$ cat config.mk
export PLATFORM = sky130hd
export DESIGN_NAME = decode_queue_flat
export DESIGN_NICKNAME = d
export VERILOG_FILES = /design/src/rtl/decode_queue_pkg.sv /design/src/rtl/decode_queue_if.sv /design/src/rtl/decode_queue_core.sv /design/src/rtl/decode_queue.sv /design/src/flat_wrapper.sv
export SDC_FILE = /design/constraint.sdc
export NUM_CORES = 1
export LEC_CHECK = 0
export CORE_ASPECT_RATIO = 0.75
export CORE_UTILIZATION = 35
export CTS_CLUSTER_SIZE = 8
export DETAILED_ROUTE_END_ITERATION = 12
export REMOVE_ABC_BUFFERS = 1
export SETUP_SLACK_MARGIN = 0.4
export SKIP_LAST_GASP = 1
export SLEW_MARGIN = 20
export SYNTH_ARGS = -nofsm -noshare
export SYNTH_HDL_FRONTEND = slang
export SYNTH_HIERARCHICAL = 1
export SYNTH_SLANG_ARGS = --single-unit
$ cat constraint.sdc
create_clock -name clk -period 4.12 [get_ports clk]
set_input_delay 0.412 -clock clk [delete_from_list [all_inputs] [get_ports clk]]
set_output_delay 0.412 -clock clk [all_outputs]
set_load 0.05 [all_outputs]
$ cat src/rtl/decode_queue_pkg.sv
// Shared types and constants for the decoded-instruction queue.
// Holds iclass/cond encodings, opcode constants, the decoded-entry
// struct carried through the queue and small decode helper functions.
package decode_queue_pkg;

  localparam int unsigned INSTR_W   = 16;
  localparam int unsigned OPC_W     = 8;
  localparam int unsigned CLS_W     = 4;
  localparam int unsigned REG_W     = 4;
  localparam int unsigned COND_W    = 4;
  localparam int unsigned RAW_IMM_W = 8;

  typedef enum logic [CLS_W-1:0] {
    CLS_WAIT   = 4'b0000,
    CLS_R      = 4'b0001,
    CLS_I      = 4'b0010,
    CLS_LOAD   = 4'b0100,
    CLS_STORE  = 4'b0101,
    CLS_JUMP   = 4'b1000,
    CLS_BRANCH = 4'b1100,
    CLS_ILL    = 4'b1111
  } iclass_e;

  localparam logic [COND_W-1:0] COND_EQ = 4'b0000;
  localparam logic [COND_W-1:0] COND_NE = 4'b0001;
  localparam logic [COND_W-1:0] COND_GT = 4'b0110;
  localparam logic [COND_W-1:0] COND_LE = 4'b0111;
  localparam logic [COND_W-1:0] COND_UC = 4'b1110;

  localparam logic [OPC_W-1:0] OPC_WAIT  = 8'h00;
  localparam logic [OPC_W-1:0] OPC_LOAD  = 8'h85;
  localparam logic [OPC_W-1:0] OPC_STORE = 8'h87;
  localparam logic [OPC_W-1:0] OPC_IMM4  = 8'h4F;
  localparam logic [3:0]       NIB_ADDI   = 4'h5;
  localparam logic [3:0]       NIB_SUBI   = 4'h9;
  localparam logic [3:0]       NIB_JUMP   = 4'h4;
  localparam logic [3:0]       NIB_BRANCH = 4'hC;

  // Queue payload: immediate is kept raw with an extend-mode flag so the
  // stored width does not depend on the IMM_W parameter.
  typedef struct packed {
    logic [OPC_W-1:0]     opcode;
    iclass_e              iclass;
    logic [REG_W-1:0]     rdst;
    logic [REG_W-1:0]     rsrc;
    logic [COND_W-1:0]    cond;
    logic [RAW_IMM_W-1:0] imm8;
    logic                 imm_sx;
  } entry_t;

  localparam int unsigned ENTRY_W = $bits(entry_t);

  function automatic logic is_r_op(input logic [OPC_W-1:0] opc);
    case (opc)
      8'h01, 8'h02, 8'h03, 8'h04, 8'h05, 8'h06, 8'h07,
      8'h08, 8'h09, 8'h0B, 8'h0C, 8'h0F, 8'h84: return 1'b1;
      default: return 1'b0;
    endcase
  endfunction

  function automatic logic is_cond(input logic [COND_W-1:0] c);
    return (c == COND_EQ) || (c == COND_NE) || (c == COND_GT) ||
           (c == COND_LE) || (c == COND_UC);
  endfunction

endpackage

$ cat src/rtl/decode_queue_if.sv
// Fetch/execute handshake bundle for decode_queue.
// Fetch side: flush, in_valid, in_ready, instr.
// Execute side: out_valid, out_ready and decoded head fields
// (opcode, iclass, rdst, rsrc, cond, imm[IMM_W]).
// slave = the queue, master = the agent driving fetch and execute.
interface decode_queue_if #(
  parameter int unsigned IMM_W = 16
);
  logic              flush;
  logic              in_valid;
  logic              in_ready;
  logic [15:0]       instr;
  logic              out_valid;
  logic              out_ready;
  logic [7:0]        opcode;
  logic [3:0]        iclass;
  logic [3:0]        rdst;
  logic [3:0]        rsrc;
  logic [3:0]        cond;
  logic [IMM_W-1:0]  imm;

  modport master (
    output flush, in_valid, instr, out_ready,
    input  in_ready, out_valid, opcode, iclass, rdst, rsrc, cond, imm
  );

  modport slave (
    input  flush, in_valid, instr, out_ready,
    output in_ready, out_valid, opcode, iclass, rdst, rsrc, cond, imm
  );
endinterface

$ cat src/rtl/decode_queue_core.sv
// Combinational decoder: raw 16-bit instruction -> queue entry.
// Ports: instr (in, 16), entry (out, entry_t).
// Unused fields are driven to 0; unknown encodings become CLS_ILL with
// the opcode byte preserved.
module decode_core
  import decode_queue_pkg::*;
(
  input  logic [INSTR_W-1:0] instr,
  output entry_t             entry
);

  always_comb begin
    entry        = '0;
    entry.opcode = instr[15:8];
    entry.iclass = CLS_ILL;
    // Priority order matters: the top-nibble ADDI/SUBI forms are tested
    // before any full-byte opcode match.
    if (instr[15:12] == NIB_ADDI || instr[15:12] == NIB_SUBI) begin
      entry.iclass = CLS_I;
      entry.rdst   = instr[11:8];
      entry.imm8   = instr[7:0];
      entry.imm_sx = 1'b1;
    end else if (is_r_op(instr[15:8])) begin
      entry.iclass = CLS_R;
      entry.rdst   = instr[7:4];
      entry.rsrc   = instr[3:0];
    end else if (instr[15:8] == OPC_IMM4) begin
      entry.iclass = CLS_I;
      entry.rdst   = instr[3:0];
      entry.imm8   = {4'h0, instr[7:4]};
    end else if (instr[15:8] == OPC_STORE) begin
      entry.iclass = CLS_STORE;
      entry.rdst   = instr[7:4];
      entry.rsrc   = instr[3:0];
    end else if (instr[15:8] == OPC_LOAD) begin
      entry.iclass = CLS_LOAD;
      entry.rdst   = instr[7:4];
      entry.rsrc   = instr[3:0];
    end else if (instr[15:8] == OPC_WAIT) begin
      entry.iclass = CLS_WAIT;
    end else if (instr[15:12] == NIB_JUMP && is_cond(instr[11:8])) begin
      entry.iclass = CLS_JUMP;
      entry.cond   = instr[11:8];
      entry.imm8   = instr[7:0];
      entry.imm_sx = 1'b1;
    end else if (instr[15:12] == NIB_BRANCH && is_cond(instr[11:8])) begin
      entry.iclass = CLS_BRANCH;
      entry.cond   = instr[11:8];
      entry.imm8   = instr[7:0];
      entry.imm_sx = 1'b1;
    end
  end

endmodule

$ cat src/rtl/decode_queue.sv
// Decoded-instruction queue between fetch and execute.
// Ports: clk, reset_n (async active-low), bus (decode_queue_if.slave),
// and with DECODE_PERF_CNT_EN defined: perf_decoded[15:0],
// perf_illegal[15:0] (saturating push counters, cleared by reset only).
// The head entry sits in its own register, so an entry pushed in one
// cycle is visible no earlier than the next one.
module decode_queue
  import decode_queue_pkg::*;
#(
  parameter int unsigned DEPTH = 2,
  parameter int unsigned IMM_W = 16
) (
  input  logic               clk,
  input  logic               reset_n,
`ifdef DECODE_PERF_CNT_EN
  output logic [15:0]        perf_decoded,
  output logic [15:0]        perf_illegal,
`endif
  decode_queue_if.slave      bus
);

  localparam int unsigned CNT_W = $clog2(DEPTH + 1);
  localparam int unsigned PTR_W = $clog2(DEPTH);

  entry_t             mem [DEPTH];
  entry_t             new_entry;
  entry_t             head_q, head_n;
  logic [PTR_W-1:0]   wr_ptr, wr_ptr_n, rd_ptr, rd_ptr_n;
  logic [CNT_W-1:0]   count, count_n;
  logic               in_ready_q, out_valid_q;
  logic               push_c, pop_c;

  decode_core u_core (
    .instr (bus.instr),
    .entry (new_entry)
  );

  assign push_c = bus.in_valid & in_ready_q;
  assign pop_c  = out_valid_q & bus.out_ready;

  // Next-state for pointers, occupancy and the head register.
  always_comb begin
    count_n  = count;
    wr_ptr_n = wr_ptr;
    rd_ptr_n = rd_ptr;
    head_n   = head_q;
    if (bus.flush) begin
      count_n  = '0;
      wr_ptr_n = '0;
      rd_ptr_n = '0;
      head_n   = '0;
    end else begin
      if (push_c) wr_ptr_n = wr_ptr + PTR_W'(1);
      if (pop_c)  rd_ptr_n = rd_ptr + PTR_W'(1);
      case ({push_c, pop_c})
        2'b10:   count_n = count + CNT_W'(1);
        2'b01:   count_n = count - CNT_W'(1);
        default: count_n = count;
      endcase
      // Refill the head from storage, or straight from the decoder when
      // the pushed entry is the only one left.
      if (pop_c) begin
        if (count >= CNT_W'(2))
          head_n = mem[rd_ptr + PTR_W'(1)];
        else if (push_c)
          head_n = new_entry;
        else
          head_n = '0;
      end else if (push_c && count == '0) begin
        head_n = new_entry;
      end
    end
  end

  // Queue state registers.
  always_ff @(posedge clk or negedge reset_n) begin
    if (!reset_n) begin
      count       <= '0;
      wr_ptr      <= '0;
      rd_ptr      <= '0;
      in_ready_q  <= 1'b1;
      out_valid_q <= 1'b0;
      head_q      <= '0;
    end else begin
      count       <= count_n;
      wr_ptr      <= wr_ptr_n;
      rd_ptr      <= rd_ptr_n;
      in_ready_q  <= (count_n != CNT_W'(DEPTH));
      out_valid_q <= (count_n != '0);
      head_q      <= head_n;
    end
  end

  // Entry storage; contents are meaningless while count says empty.
  always_ff @(posedge clk) begin
    if (push_c && !bus.flush) mem[wr_ptr] <= new_entry;
  end

  assign bus.in_ready  = in_ready_q;
  assign bus.out_valid = out_valid_q;
  assign bus.opcode    = head_q.opcode;
  assign bus.iclass    = head_q.iclass;
  assign bus.rdst      = head_q.rdst;
  assign bus.rsrc      = head_q.rsrc;
  assign bus.cond      = head_q.cond;
  assign bus.imm       = head_q.imm_sx ? IMM_W'($signed(head_q.imm8))
                                       : IMM_W'(head_q.imm8);

`ifdef DECODE_PERF_CNT_EN
  // Counts only pushes that actually land (a flush discards the push).
  always_ff @(posedge clk or negedge reset_n) begin
    if (!reset_n) begin
      perf_decoded <= '0;
      perf_illegal <= '0;
    end else if (push_c && !bus.flush) begin
      if (perf_decoded != 16'hFFFF) perf_decoded <= perf_decoded + 16'd1;
      if (new_entry.iclass == CLS_ILL && perf_illegal != 16'hFFFF)
        perf_illegal <= perf_illegal + 16'd1;
    end
  end
`endif

endmodule

$ cat src/flat_wrapper.sv
// flat-port wrapper written by rule: the top's interface ports become plain ports
module decode_queue_flat import decode_queue_pkg::*;
#(
  parameter int unsigned DEPTH = 2,
  parameter int unsigned IMM_W = 16
)
  (clk, reset_n, bus_flush, bus_in_valid, bus_instr, bus_out_ready, bus_in_ready, bus_out_valid, bus_opcode, bus_iclass, bus_rdst, bus_rsrc, bus_cond, bus_imm);
  decode_queue_if #(.IMM_W(IMM_W)) bus_i ();
  input  logic clk;
  input  logic reset_n;
  input wire logic [$bits(bus_i.flush)-1:0] bus_flush;
  input wire logic [$bits(bus_i.in_valid)-1:0] bus_in_valid;
  input wire logic [$bits(bus_i.instr)-1:0] bus_instr;
  input wire logic [$bits(bus_i.out_ready)-1:0] bus_out_ready;
  output wire logic [$bits(bus_i.in_ready)-1:0] bus_in_ready;
  output wire logic [$bits(bus_i.out_valid)-1:0] bus_out_valid;
  output wire logic [$bits(bus_i.opcode)-1:0] bus_opcode;
  output wire logic [$bits(bus_i.iclass)-1:0] bus_iclass;
  output wire logic [$bits(bus_i.rdst)-1:0] bus_rdst;
  output wire logic [$bits(bus_i.rsrc)-1:0] bus_rsrc;
  output wire logic [$bits(bus_i.cond)-1:0] bus_cond;
  output wire logic [$bits(bus_i.imm)-1:0] bus_imm;
  assign bus_i.flush = bus_flush;
  assign bus_i.in_valid = bus_in_valid;
  assign bus_i.instr = bus_instr;
  assign bus_i.out_ready = bus_out_ready;
  assign bus_in_ready = bus_i.in_ready;
  assign bus_out_valid = bus_i.out_valid;
  assign bus_opcode = bus_i.opcode;
  assign bus_iclass = bus_i.iclass;
  assign bus_rdst = bus_i.rdst;
  assign bus_rsrc = bus_i.rsrc;
  assign bus_cond = bus_i.cond;
  assign bus_imm = bus_i.imm;
  decode_queue #(.DEPTH(DEPTH), .IMM_W(IMM_W)) u_core (.clk(clk), .reset_n(reset_n), .bus(bus_i));
endmodule
== Word level (Yosys, flattened, before mapping) ==
Memory sizes are Yosys's and may differ from the RTL's.
Index checks and enable logic that the tools add are counted.
Widths: inputs -> output; s select.
Storage, ports and cells
  register bits after elaboration: 39
  bits in writable memories: 66
  input port bits: 21
  output and inout bits: 42
  word-level logic and storage cells: 101
  memories: 1
Memory list
  u_core.mem: words 2, width 33, read ports 1, clocked after Yosys merged registers in 0, wr ports 1, RTL line decode_queue.sv:25  | entry_t mem [DEPTH];
Cells by class
  $add $sub $neg: 4
  order comparisons: 1
  equality and inequality tests: 27
  mux-type cells: 36
  bitwise logic cells: 2
  reductions and logical operators: 18
Operators by type and width (number)
  $mux 33: 5
  $mux 13: 6
  $mux 8: 6
  $eq 8x4->1 const B: 5
  $eq 8x3->1 const B: 4
  $eq 8x8->1 const B: 3
  $mux 12: 2
  $eq 4x3->1 const B: 4
  $eq 8x2->1 const B: 2
  $mux 16: 1
  $reduce_or 13->1: 1
  $eq 4x4->1 const B: 3
  $mux 4: 3
  $mux 1: 9
  $mux 9: 1
  $eq 8x1->1 const B: 1
  $eq 8x7->1 const B: 1
  $logic_not 8->1: 1
  $reduce_bool 2->1: 3
  $logic_or 1x1->1: 5
  $eq 4x1->1 const B: 1
  $logic_and 1x1->1: 4
  $logic_not 4->1: 1
  $mux 2: 2
  12 further kinds: 14

== Depth between registers and ports, before layout ==
Gate-level depths: netlist of run 1.
  depth after elaboration: 18
  mapped depth: 8
  mapped depth without buffers: 6

== Cells and area by module ==
Netlist of run 1, hierarchy kept.
By module, submodules not included
  decode_queue: instances 1, cells each 365, area an instance 4885.9 µm², seq. area each 2959.1 µm²
  decode_core: instances 1, cells each 74, area an instance 524.3 µm², seq. area each 0.0 µm²

== Worst setup path after synthesis of run 1 ==
OpenSTA, ideal clock, no wires.
  path kind: reg-to-reg
  from: reg u_core.in_ready_q, in the netlist u_core/bus.in_ready
  to: mem u_core/mem[1][0] (netlist name) (enable)
  setup time: 0.471 ns
  arrival time: 3.368 ns
  required time: 3.649 ns
  setup slack: 0.280 ns
  stages on the path, launching flop included: 3
  path buffers: 0
  clock period less this slack: 3.840 ns
  cell sequence: dfstp_2 > nand2_1 > nor3b_1
On the way
  longest elaborated chain between the ends: 4
RTL lines
  start: declaration: RTL line decode_queue.sv:30  | logic in_ready_q, out_valid_q;
  start signal: assignment: RTL line decode_queue.sv:88  | in_ready_q <= (count_n != CNT_W'(DEPTH));
  $and 1x1->1: RTL line decode_queue.sv:38  | assign push_c = bus.in_valid & in_ready_q;
  $logic_and 1x1->1: RTL line decode_queue.sv:96  | if (push_c && !bus.flush) mem[wr_ptr] <= new_entry;
  $mux 1: RTL line decode_queue.sv:96
  $mux 1 (not written as such): RTL line decode_queue.sv:96
  end: declaration: RTL line decode_queue.sv:25
Every way passes these cells.

==> impl_metrics.json, run 1 <==
{
  "power.density_nw_per_um2": 601.7,
  "grt_max_degree": 40,
  "ant_nets": 0,
  "viasPerCell": 5.344,
  "seq_area_frac_synth_pct": 54.69,
  "cts_tree": "built",
  "final_hold_viol_count": 0,
  "rsz0062_at_grt": "no",
  "min_period_over_period_pct": 66.55,
  "p_leak_nw": 2.077,
  "post_cts_buffers": 0,
  "drive_gt1_share_pct": 21.97,
  "clock_sinks": 105,
  "initial_core_util_pct": 36.59,
  "place.gp.congestion": 0.7104,
  "totalWireLength_um": 12930,
  "synth_area_um2": 5410,
  "diodes": 0,
  "period_needed_ns": 2.742,
  "final_area_um2": 6133,
  "layout_commonest_cell": "edfxtp_1",
  "drcViolationCount": 0,
  "clk_latency_ns": 0.34,
  "dr.pass1.iters": 4,
  "fill_cells": 1410,
  "status": "finished, final reports clean",
  "dp_cells": 630,
  "syn_inst": 439,
  "peakVddDrop_mv": 0.2310,
  "syn2layout_area_growth_pct": 13.37,
  "slew_headroom_pct": 37.96,
  "antenna_found_initial": 0,
  "fin_skew_ns": 0.006035,
  "die_h_um": 109.7,
  "clk_path_buf_depth": 2,
  "dpl_cell_area_um2": 5841,
  "cts_hold_buf": 0,
  "grt_pass1_vias": 3552,
  "cts_root_buffer": "clkbuf_16",
  "multi_input_area_um2": 1926,
  "tns_ns": 0,
  "ys_types": 46,
  "die_area_um2": 15960,
  "post-dp-hpwl_um": 7738,
  "synth.avg_cell_area_um2": 12.32,
  "crit_type": "in2reg",
  "worstSetupEndpointType": "register",
  "final_cell_mix": "edfxtp_1 (66), clkdlybuf4s50_1 (60), dfrtp_1 (37)",
  "synth_edf_count": 66,
  "report.final.slew_viol_count": 0,
  "layout.nets": 463,
  "rows": 38,
  "port_buffers": 62,
  "synthFlopType": "edfxtp_1",
  "start_kind": "input port",
  "gr-total-overflow": 0,
  "ys.warnings.count": 6,
  "post_drt_wl_per_cell_um": 20.01,
  "clkSlewWorstSetupHoldPaths_ns": 0.06,
  "setup_viol": 0,
  "grt_pass1_wl_um": 20200,
  "async_reset_ff_share_pct": 37.14,
  "ctsResizeCount": 0,
  "fmaxAchievable_mhz": 364.7,
  "die_width_um": 145.6,
  "core_area_um2": 14790,
  "ys_seq_elements": 105,
  "hp-class": "in2async",
  "cap_violations": 0,
  "fin_cells": 646,
  "cts_max_level": 3,
  "grt_usage_pct": 16.98,
  "register_area_um2": 2960,
  "critical_path.max_fanout": 15,
  "worst_pin_slew_ns": 0.9306,
  "required_ns": 4.38,
  "cts_buffers": 9,
  "vias": 3452,
  "worstPathArrival_ns": 3.00,
  "drt-initial-drc-count": 161,
  "ios": 63
}
Yosys cell counts, types with 2 or more instances:
cell	n	share of area (%)
mux2_2	33	6.9
buf_6	5	1.0
a22o_1	7	1.1
o21ai_0	30	2.8
buf_4	47	6.5
and2_1	13	1.5
a211oi_1	3	0.42
inv_1	2	0.14
and3_1	2	0.23
or4b_1	2	0.37
edfxtp_1	66	37
nand2_1	36	2.5
a21oi_1	4	0.37
or2_1	3	0.35
nor2_1	7	0.49
a311oi_1	3	0.49
a21o_1	5	0.69
nor3b_1	3	0.42
buf_2	14	1.3
nor3_1	37	3.4
o21ai_1	4	0.37
a311oi_2	30	8.3
clkbuf_1	15	1.0
xnor2_1	4	0.65
dfrtp_1	38	18
xor2_1	3	0.49
or3_1	4	0.46
report_power, final:
group          leakage (nW)  total [W]  switching (W)  internal (W)
sequential             1.12    0.00143       0.000131       0.00130
clock                 0.144   0.000842       0.000358      0.000484
combinational         0.815    0.00142       0.000918      0.000500
total                  2.08    0.00369        0.00141       0.00228
metal layers:
metal	vias up	share of wire, %	GRT usage, %
met5	-	0	0
met4	0	0.80	4.511
met3	12	6.3	3.527
met2	110	45	27.03
met1	1737	48	23.63
li1	1593	-	-
worst paths after layout:
kind / from / to / slack (ns) / cells past startpoint
max in group asynchronous: reset_n / u_core/rd_ptr / 3.61 / 1
worst max-delay path: bus_instr[8] / u_core/head_q[1] / 1.38 / 7
worst max register to register: u_core/bus.out_valid / u_core/bus.in_ready / 1.88 / 6
worst min register to register: u_core/wr_ptr / u_core/wr_ptr / 0.60 / 2
worst min-delay path: reset_n / u_core/bus.cond[1] / 0.06 / 1
min in group clk: bus_flush / u_core/wr_ptr / 0.45 / 2
flip-flops by register name, summed over array words and instances, names as in the netlist:
| register | count |
|---|---|
| u_core/bus.rdst | 4 |
| u_core/head_q | 9 |
| u_core/rd_ptr | 1 |
| u_core/wr_ptr | 1 |
| u_core/bus.cond | 4 |
| u_core/bus.opcode | 8 |
| u_core/bus.in_ready | 1 |
| u_core/count | 2 |
| u_core/mem | 66 |
| u_core/bus.iclass | 4 |
| u_core/bus.rsrc | 4 |
| u_core/bus.out_valid | 1 |
worst max-delay path, stage by stage:
cell and delay (ns):
clkdlybuf4s50_1 0.67, or4b_1 0.59, o22ai_2 0.28, or2_1 0.43, a22o_1 0.25, o21ai_0 0.11
a311oi_2 0.24
layout make-up:
class | instances | area share, %
inverters | 3 | 0.1836
clock inverters | 4 | 0.7140
clock buffers | 12 | 4.019
flip-flops and latches | 105 | 48.27
repair buffers | 73 | 11.34
multi-input cells | 249 | 31.40
well taps | 200 | 4.080
per-stage QoR:
| stage | util (%) | setup slack, ns | hold slack [ns] | total power (W) |
|---|---|---|---|---|
| final | 41.48 | 1.378 | 0.05806 | 0.003691 |
| after global routing | 41.48 | 1.223 | 0.1040 | 0.003861 |
| after CTS | 41.46 | 1.426 | 0.2710 | 0.003731 |
| after detailed placement | 39.50 | 1.072 | 0.5766 | 0.002879 |
| after global placement | 39.50 | 1.157 | 0.5518 | 0.002860 |
| after floorplan | - | -0.6429 | 0.1164 | 0.002354 |
kinds of logic (layout without fill, tap and decap cells):
group           after synthesis  after routing  share of synthesized area [%]
simple gates                116            116                          11.33
fa+ha+maj                     1              1                         0.2312
compound gates               92             92                          15.56
buf+inv                      85             92                          10.18
mux                          33             33                          6.869
xor+xnor                      7              7                          1.133
flops                       105            105                          54.69
No activity file was read; power rests on OpenSTA's default activity.
==> run 2, diff against run 1 <==
==> constraint.sdc (replaced) <==
create_clock -name clk -period 2.65 [get_ports clk]
set_input_delay 0.265 -clock clk [delete_from_list [all_inputs] [get_ports clk]]
set_output_delay 0.265 -clock clk [all_outputs]
set_load 0.05 [all_outputs]
==> run 2 against run 1 <==
Compared with the run above:
- global-route usage is 0.48 points higher
- first-iteration DRC count rose by 32%
- worst setup slack lost 0.92 ns
- via count increased by 3.9%
- clock skew grew 0.0029 ns
- cell count up 2.3%
- register-to-register slack worse by 1.2 ns
- utilization up 0.85 points
- critical path type unchanged
- largest cell class unchanged
==> impl_metrics.json, run 2 (synthesis gave the netlist of run 1 again) <==
{
  "final_cell_mix": "edfxtp_1 (66), clkdlybuf4s50_1 (60), dfrtp_1 (38)",
  "largest_reg_flops": 66,
  "finalPower_w": 0.005738,
  "path_cells": "clkdlybuf4s50_1 > buf_4 > or3_1 > a21oi_1 > nor4_4 > buf_4 > a21o_1 > o21ai_0 > a311oi_2",
  "layout_commonest_cell": "edfxtp_1",
  "ios": 63,
  "place.gp.congestion": 0.7461,
  "layout.nets": 478,
  "comb_power_share_pct": 40.5,
  "cts_tree": "built",
  "post_cts_buffers": 0,
  "setup_viol": 0,
  "clock_sinks": 105,
  "peakVddDrop_mv": 0.3382,
  "grt_usage_pct": 17.46,
  "post_drt_wl_per_cell_um": 20.14,
  "multi_input_area_um2": 1928,
  "fin_skew_ns": 0.008953,
  "switchingPower_w": 0.002233,
  "p_leak_nw": 2.143,
  "switching_share_pct": 38.91,
  "dr.pass1.iters": 4,
  "syn2layout_area_growth_pct": 15.68,
  "worstSetupEndpointType": "register",
  "fmaxAchievable_mhz": 456.1,
  "dp_cells": 644,
  "clk_path_buf_depth": 2,
  "seqPwrFrac_pct": 37.8,
  "status": "finished, final reports clean",
  "die_area_um2": 15960,
  "die_h_um": 109.7,
  "register_area_um2": 2959,
  "antenna_found_initial": 0,
  "required_ns": 2.85,
  "vias": 3586,
  "fin_cells": 661,
  "drt-initial-drc-count": 212,
  "final_hold_viol_count": 0,
  "min_period_over_period_pct": 82.73,
  "cap_violations": 0,
  "worst_pin_slew_ns": 0.6595,
  "crit_type": "in2reg",
  "start_kind": "input port",
  "diodes": 0,
  "grt_pass1_vias": 3697,
  "critical_path.max_fanout": 8,
  "viasPerCell": 5.425,
  "initial_core_util_pct": 36.59,
  "fill_cells": 1396,
  "gr-total-overflow": 0,
  "regMostFlops": "u_core/mem",
  "grt_max_degree": 40,
  "rows": 38,
  "clkSlewWorstSetupHoldPaths_ns": 0.07,
  "period_needed_ns": 2.192,
  "slew_headroom_pct": 56.03,
  "cp_common_cell": "buf_4",
  "cts_root_buffer": "clkbuf_16",
  "power.density_nw_per_um2": 916.9,
  "clockPowerShare_pct": 21.6,
  "tns_ns": 0,
  "slowest_delay_ns": 0.52,
  "grt_pass1_wl_um": 21030,
  "ant_nets": 0,
  "clk_latency_ns": 0.35,
  "rsz0062_at_grt": "yes",
  "worstPathArrival_ns": 2.39,
  "core_area_um2": 14790,
  "totalWireLength_um": 13310,
  "p_int_w": 0.003505,
  "die_width_um": 145.6,
  "drcViolationCount": 0,
  "cts_buffers": 9,
  "final_core_utilization_pct": 42.33,
  "post-dp-hpwl_um": 8196,
  "port_buffers": 62,
  "drive_gt1_share_pct": 24.51,
  "report.final.slew_viol_count": 0,
  "crit_slowest_cell": "clkdlybuf4s50_1",
  "cts_max_level": 3,
  "hp-class": "in2async"
}
==> run 2: area by class of cell <==
class                   count  area share [%]
flip-flops and latches    105           47.28
multi-input cells         249           30.81
repair buffers             88           13.35
well taps                 200           3.998
clock buffers              11           3.878
clock inverters             5          0.4998
inverters                   3          0.1799
==> run 2: path summary, 6_finish.rpt <==
check                                         start              endpoint  slack (ns)  cells past startpoint
worst max-delay path                  bus_instr[11]    u_core/bus.rdst[0]        0.46                      9
worst min-delay path                        reset_n  u_core/bus.opcode[2]        0.46                      2
worst max register to register  u_core/bus.in_ready   u_core/bus.in_ready        0.73                      4
worst min register to register        u_core/wr_ptr         u_core/wr_ptr        0.60                      2
max in group asynchronous                   reset_n  u_core/bus.opcode[5]        1.78                      2
min in group clk                          bus_flush         u_core/wr_ptr        0.46                      2
==> run 2: routing by layer <==
metal  vias up  track usage, %  routed length, µm  part of all wire (%)
met3        11           3.320                570                   4.3
met4         0           4.060                101                  0.76
li1       1624               -                  -                     -
met5         -               0                  0                     0
met1      1853           23.79               6400                    48
met2        98           28.98               6238                    47
==> run 2: stage by stage <==
step	cell area (µm²)	setup slack, ns	hold slack, ns
final	6259	0.4577	0.4607
after global routing	6259	0.3997	0.4720
after floorplan	4871	-2.113	-0.03059
after global placement	5969	0.1038	0.4863
after detailed placement	5969	0.001885	0.5024
after CTS	6246	0.4875	0.1355
==> run 2: repair_timing <==
action                                  in CTS  in global routing
hold buffers                                 0                  1
resized for setup                            1                  0
endpoints found under the setup margin       6                  1
endpoints found under the hold margin        0                 38
==> run 2: critical path, delay by kind of cell <==
family	cells	cell delay [ns]
compound gates	4	0.72
buf+inv	3	0.93
simple gates	2	0.47
==> run 2: power by group through the flow <==
stage	registers, W	clock network, W	logic, W
after floorplan	0.00277	0	0.000890
after global placement	0.00220	0	0.00231
after detailed placement	0.00221	0	0.00233
after CTS	0.00218	0.00127	0.00234
after global routing	0.00221	0.00132	0.00245
final	0.00217	0.00124	0.00233
